File: config.mk
export PLATFORM = sky130hd
export DESIGN_NAME = alu_op_sequencer
export DESIGN_NICKNAME = d
export VERILOG_FILES = /design/src/rtl/alu_op_sequencer.sv
export SDC_FILE = /design/constraint.sdc
export NUM_CORES = 1
export LEC_CHECK = 0
export ABC_AREA = 1
export CAP_MARGIN = 20
export CORE_MARGIN = 4
export CORE_UTILIZATION = 35
export CTS_BUF_LIST = sky130_fd_sc_hd__clkbuf_4 sky130_fd_sc_hd__clkbuf_8
export CTS_CLUSTER_SIZE = 10
export DETAILED_ROUTE_END_ITERATION = 10
export PLACE_DENSITY = 0.67
export SYNTH_ARGS = -nofsm -noshare
export SYNTH_HDL_FRONTEND = slang
export SYNTH_SLANG_ARGS = --single-unit
File: constraint.sdc
create_clock -name CLK -period 2.5 [get_ports CLK]
set_clock_uncertainty 0.1 [all_clocks]
set_input_delay 0.5 -clock CLK [delete_from_list [all_inputs] [get_ports CLK]]
set_output_delay 0.5 -clock CLK [all_outputs]
set_load 0.01 [all_outputs]
File: src/rtl/alu_op_sequencer.sv
`default_nettype none
// ============================================================================
//  Module   : alu_op_sequencer
//  Purpose  : Command-side initiator for the 16-bit registered ALU. Takes one
//             operation at a time on a valid/ready command port, drives the
//             ALU operand/function inputs, waits out the ALU's one-cycle
//             registered latency, captures result and carry, and returns
//             them on a valid/ready response port. Divide-by-zero and the
//             unused opcode 1111 are trapped locally without touching the ALU.
//  Ports    :
//    CLK, RST              clock (rising edge), async active-high reset
//    CMD_VALID/READY       command handshake
//    CMD_OP, CMD_A, CMD_B  function code and operands
//    ALU_A, ALU_B, ALU_FUN registered operands/function to the ALU
//    ALU_OUT, ALU_CARRY    ALU registered result and carry flag
//    RSP_VALID/READY       response handshake
//    RSP_DATA, RSP_CARRY   result, carry (add/sub only)
//    RSP_ERR               divide-by-zero or unused opcode
//    OP_CNT                completed-response counter (wraps)
//  Revision : 1.0  initial release
// ============================================================================
module alu_op_sequencer #(
    parameter int DATA_W = 16,
    parameter int CNT_W  = 8
) (
    input  logic              CLK,
    input  logic              RST,
    input  logic              CMD_VALID,
    output logic              CMD_READY,
    input  logic [3:0]        CMD_OP,
    input  logic [DATA_W-1:0] CMD_A,
    input  logic [DATA_W-1:0] CMD_B,
    output logic [DATA_W-1:0] ALU_A,
    output logic [DATA_W-1:0] ALU_B,
    output logic [3:0]        ALU_FUN,
    input  logic [DATA_W-1:0] ALU_OUT,
    input  logic              ALU_CARRY,
    output logic              RSP_VALID,
    input  logic              RSP_READY,
    output logic [DATA_W-1:0] RSP_DATA,
    output logic              RSP_CARRY,
    output logic              RSP_ERR,
    output logic [CNT_W-1:0]  OP_CNT
);

    localparam logic [1:0] c_st_idle    = 2'd0;
    localparam logic [1:0] c_st_issue   = 2'd1;
    localparam logic [1:0] c_st_capture = 2'd2;
    localparam logic [1:0] c_st_resp    = 2'd3;

    localparam logic [3:0] c_fun_add  = 4'b0000;
    localparam logic [3:0] c_fun_sub  = 4'b0001;
    localparam logic [3:0] c_fun_div  = 4'b0011;
    localparam logic [3:0] c_fun_park = 4'b1111;

    logic [1:0]        r_state;
    logic [1:0]        w_state_next;
    logic [DATA_W-1:0] r_alu_a;
    logic [DATA_W-1:0] r_alu_b;
    logic [3:0]        r_alu_fun;
    logic [DATA_W-1:0] r_rsp_data;
    logic              r_rsp_carry;
    logic              r_rsp_err;
    logic [CNT_W-1:0]  r_op_cnt;

    logic w_accept;
    logic w_trap_unused;
    logic w_trap_div0;
    logic w_trap;
    logic w_fun_has_carry;

    // Ready comes from the state register alone so it never depends
    // combinationally on CMD_VALID.
    assign CMD_READY = (r_state == c_st_idle);
    assign RSP_VALID = (r_state == c_st_resp);

    assign w_accept      = CMD_VALID && CMD_READY;
    assign w_trap_unused = (CMD_OP == c_fun_park);
    assign w_trap_div0   = (CMD_OP == c_fun_div) && (CMD_B == '0);
    assign w_trap        = w_trap_unused || w_trap_div0;

    // The ALU only updates its carry flag for add/sub; for anything else
    // the flag is left over from an earlier operation.
    assign w_fun_has_carry = (r_alu_fun == c_fun_add) || (r_alu_fun == c_fun_sub);

    // ------------------------------------------------------------------
    // State register
    // ------------------------------------------------------------------
    always_ff @(posedge CLK or posedge RST) begin
        if (RST) begin
            r_state <= c_st_idle;
        end else begin
            r_state <= w_state_next;
        end
    end

    // ------------------------------------------------------------------
    // Next-state logic
    // ------------------------------------------------------------------
    always_comb begin
        w_state_next = r_state;
        case (r_state)
            c_st_idle: begin
                if (w_accept) begin
                    w_state_next = w_trap ? c_st_resp : c_st_issue;
                end
            end
            // ALU samples its inputs at the end of ISSUE; its registered
            // result is visible during CAPTURE.
            c_st_issue:   w_state_next = c_st_capture;
            c_st_capture: w_state_next = c_st_resp;
            c_st_resp: begin
                if (RSP_READY) begin
                    w_state_next = c_st_idle;
                end
            end
            default: w_state_next = c_st_idle;
        endcase
    end

    // ------------------------------------------------------------------
    // Datapath: ALU drive, response capture, completion counter
    // ------------------------------------------------------------------
    always_ff @(posedge CLK or posedge RST) begin
        if (RST) begin
            r_alu_a     <= '0;
            r_alu_b     <= '0;
            r_alu_fun   <= c_fun_park;
            r_rsp_data  <= '0;
            r_rsp_carry <= 1'b0;
            r_rsp_err   <= 1'b0;
            r_op_cnt    <= '0;
        end else begin
            case (r_state)
                c_st_idle: begin
                    if (w_accept) begin
                        if (w_trap_unused) begin
                            r_rsp_data  <= '0;
                            r_rsp_err   <= 1'b1;
                            r_rsp_carry <= 1'b0;
                        end else if (w_trap_div0) begin
                            r_rsp_data  <= '1;
                            r_rsp_err   <= 1'b1;
                            r_rsp_carry <= 1'b0;
                        end else begin
                            r_alu_a   <= CMD_A;
                            r_alu_b   <= CMD_B;
                            r_alu_fun <= CMD_OP;
                        end
                    end
                end
                c_st_capture: begin
                    r_rsp_data  <= ALU_OUT;
                    r_rsp_carry <= w_fun_has_carry ? ALU_CARRY : 1'b0;
                    r_rsp_err   <= 1'b0;
                    // Park the function code; operands keep their values.
                    r_alu_fun   <= c_fun_park;
                end
                c_st_resp: begin
                    if (RSP_READY) begin
                        r_op_cnt <= r_op_cnt + CNT_W'(1);
                    end
                end
                default: begin
                end
            endcase
        end
    end

    assign ALU_A     = r_alu_a;
    assign ALU_B     = r_alu_b;
    assign ALU_FUN   = r_alu_fun;
    assign RSP_DATA  = r_rsp_data;
    assign RSP_CARRY = r_rsp_carry;
    assign RSP_ERR   = r_rsp_err;
    assign OP_CNT    = r_op_cnt;

endmodule
`default_nettype wire

==> impl_metrics.ini <==
[global_routing]
grt-ovfl-total = 0
grt_pass1_wl_mm = 12.4
grtUsageTotal = 0.152
grt_pass1_vias = 2626
grt_antenna_before_repair = 0
grt_max_degree = 65

[setup_path]
timing.rr.start = r_state[0]
crit_chain = inv_1, ha_1, clkdlybuf4s50_1
crit_path_end_kind = output port
critPathSlowestCell = clkdlybuf4s50_1
startpoint_type = flip-flop
rr_endpoint = RSP_ERR
cp_top_family = buffers and inverters
worstRegToRegCells = 9
reg2reg_slack_ns = 0.58
worstSetupPathType = reg -> out
crit_buf_inv = 2
crit_required_ns = 1.90
slowest_delay_ns = 0.59
critPathMaxFanout = 6
worstPathArrival_ns = 1.69

[cts]
postCtsSetupBuffers = 0
h-tree-depth = 3
cts_buffers = 9
cts_resized = 0
hold_buffers = 0
cts_tree = built
clock_sinks = 64
insertion_delay_ns = 0.33
clk_pin_slew_worst_paths_ns = 0.07
cts-root-buf = clkbuf_8
clockBufferDepth = 2

[pwr]
clkPwrFrac = 0.141
powerDensity_nw_per_um2 = 1220
p_leak_uw = 0.00218
pwr-share-comb = 0.523
power_switching_uw = 2140
peakVddDrop_uv = 714
swShare = 0.387
p_seq_frac = 0.336
p_int_uw = 3390

[timing]
grt_setup_unrepaired = no
period_needed_ns = 2.29
drv_slew = 0
tns_ns = 0
whs_ns = 0.377
finalSetupViolCount = 0
max_freq_mhz = 437
fin_crit_sh = 0.916
hold_viol_final = 0
tightest_slew_ns = 0.472
maxSlewHeadroom = 0.685

[logic_synthesis]
synth_area_sq_um = 3090
seq_area_frac_synth = 0.519
syn_nets = 416
ys_types = 31
netlist_instances = 355
ys_ff_latch = 64
syn_area_per_cell_sq_um = 8.72
yosysWarnings = 0

[min_path]
min_path_type = reg -> reg
hold_depth = 2
hold_end = ALU_FUN[1]
min-delay-start = ALU_FUN[1]

[floorplanning]
rows = 34
io_pins = 121
die_w_microns = 102
core_sq_um = 8680
dieHeight_microns = 102
die-area_sq_um = 10400
start_util = 0.357

[routing]
routed_wl_mm = 7.60
drt-initial-drc-count = 130
routedWlPerCell_microns = 12.9
postRouteAntennaNets = 0
avgViaCountPerCell = 4.50
drc = 0
vias = 2657
drt_pass1_iterations = 4

[place]
dp_hpwl_mm = 5.78
dp_cells = 575
routabilityCongestion = 0.808
port-buffer-count = 120

[run]
max_cap_violations = 0

[outcome]
status = finished clean

[layout]
area_growth_pct = 46.6
final_layout_size_suffix_gt1_frac = 0.128
layout_common_cells = clkdlybuf4s50_1, nand2_1, dfrtp_1
layout_commonest_cell = clkdlybuf4s50_1
instances_no_fill = 591
nets = 539
antennaDiodeCount = 0
nFillCells = 856
-- layer usage --
layer / global-route usage / vias to the layer above / part of all wire
met4: 0.0686 / 0 / 0.021
met1: 0.192 / 1234 / 0.43
met3: 0.0389 / 12 / 0.063
met2: 0.246 / 77 / 0.48
li1: - / 1334 / -
met5: 0 / - / 0
-- synthesized netlist by cell type, drive strengths merged --
master  count  area, sq um
nor3b       1         7.51
clkbuf      1         3.75
nor3        4         36.3
ha          4         50.1
xor2        4         35.0
o21ai      34          170
or2         3         18.8
nor2       16         75.1
o211ai      1         7.51
buf        14          140
nand4       5         31.3
dfstp       4          105
nand2     131          532
nand3      23          183
inv        48          180
dfrtp      60         1500
xnor2       2         17.5
-- tightest hold or removal path: stages (launching register included) --
cell and delay, ns:
dfstp_2 0.38, nand2_1 0.06, nand2_1 0.04
-- cell type report --
class | instances | area, sq um | area share
Sequential cell | 64 | 1610 | 0.354
Timing Repair Buffer | 127 | 1280 | 0.282
Multi-Input combinational cell | 228 | 1160 | 0.256
Inverter | 48 | 180 | 0.0397
Clock buffer | 12 | 153 | 0.0336
Tap cell | 108 | 135 | 0.0298
Clock inverter | 4 | 20.0 | 0.00441
-- worst max-delay path by stage --
stage                           from      endpoint  slack (ns)  cells past startpoint
after CTS                 r_state[0]     CMD_READY        0.19                      3
final                     r_state[0]     CMD_READY        0.21                      3
after floorplan                  RST      ALU_A[0]        0.31                      1
after detailed placement   CMD_B[14]       RSP_ERR        0.20                      9
after global routing      r_state[0]     CMD_READY        0.12                      3
after global placement     CMD_B[14]  RSP_DATA[10]        0.27                      9
-- sequential cells by signal (all words and copies together) (netlist names) --
signal     count
RSP_DATA      16
RSP_ERR        1
ALU_B         16
RSP_CARRY      1
OP_CNT         8
r_state        2
ALU_FUN        4
ALU_A         16
-- cell families after synthesis --
| kind of cell | share of synthesized area |
|---|---|
| simple gates | 0.285 |
| flops | 0.519 |
| buf+inv | 0.105 |
| compound gates | 0.0574 |
| xor+xnor | 0.0170 |
| fa+ha+maj | 0.0162 |
-- power groups by stage --
stage	Combinational (uW)	Sequential, uW	Clock, uW
after global routing	3220	1920	863
after CTS	2950	1860	809
after detailed placement	2950	1880	0
after global placement	2870	1860	0
final	2890	1860	779
after floorplan	1500	2060	0
-- per-stage QoR --
step / power (uW) / setup slack [ns] / cell area [sq um] / util
final: 5530 / 0.210 / 4540 / 0.523
after global routing: 6000 / 0.116 / 4540 / 0.523
after global placement: 4730 / 0.266 / 4360 / 0.503
after CTS: 5630 / 0.186 / 4540 / 0.523
after floorplan: 3560 / 0.309 / 3090 / -
after detailed placement: 4820 / 0.202 / 4360 / 0.503
Note: power is estimated with default switching activity, not from simulation.
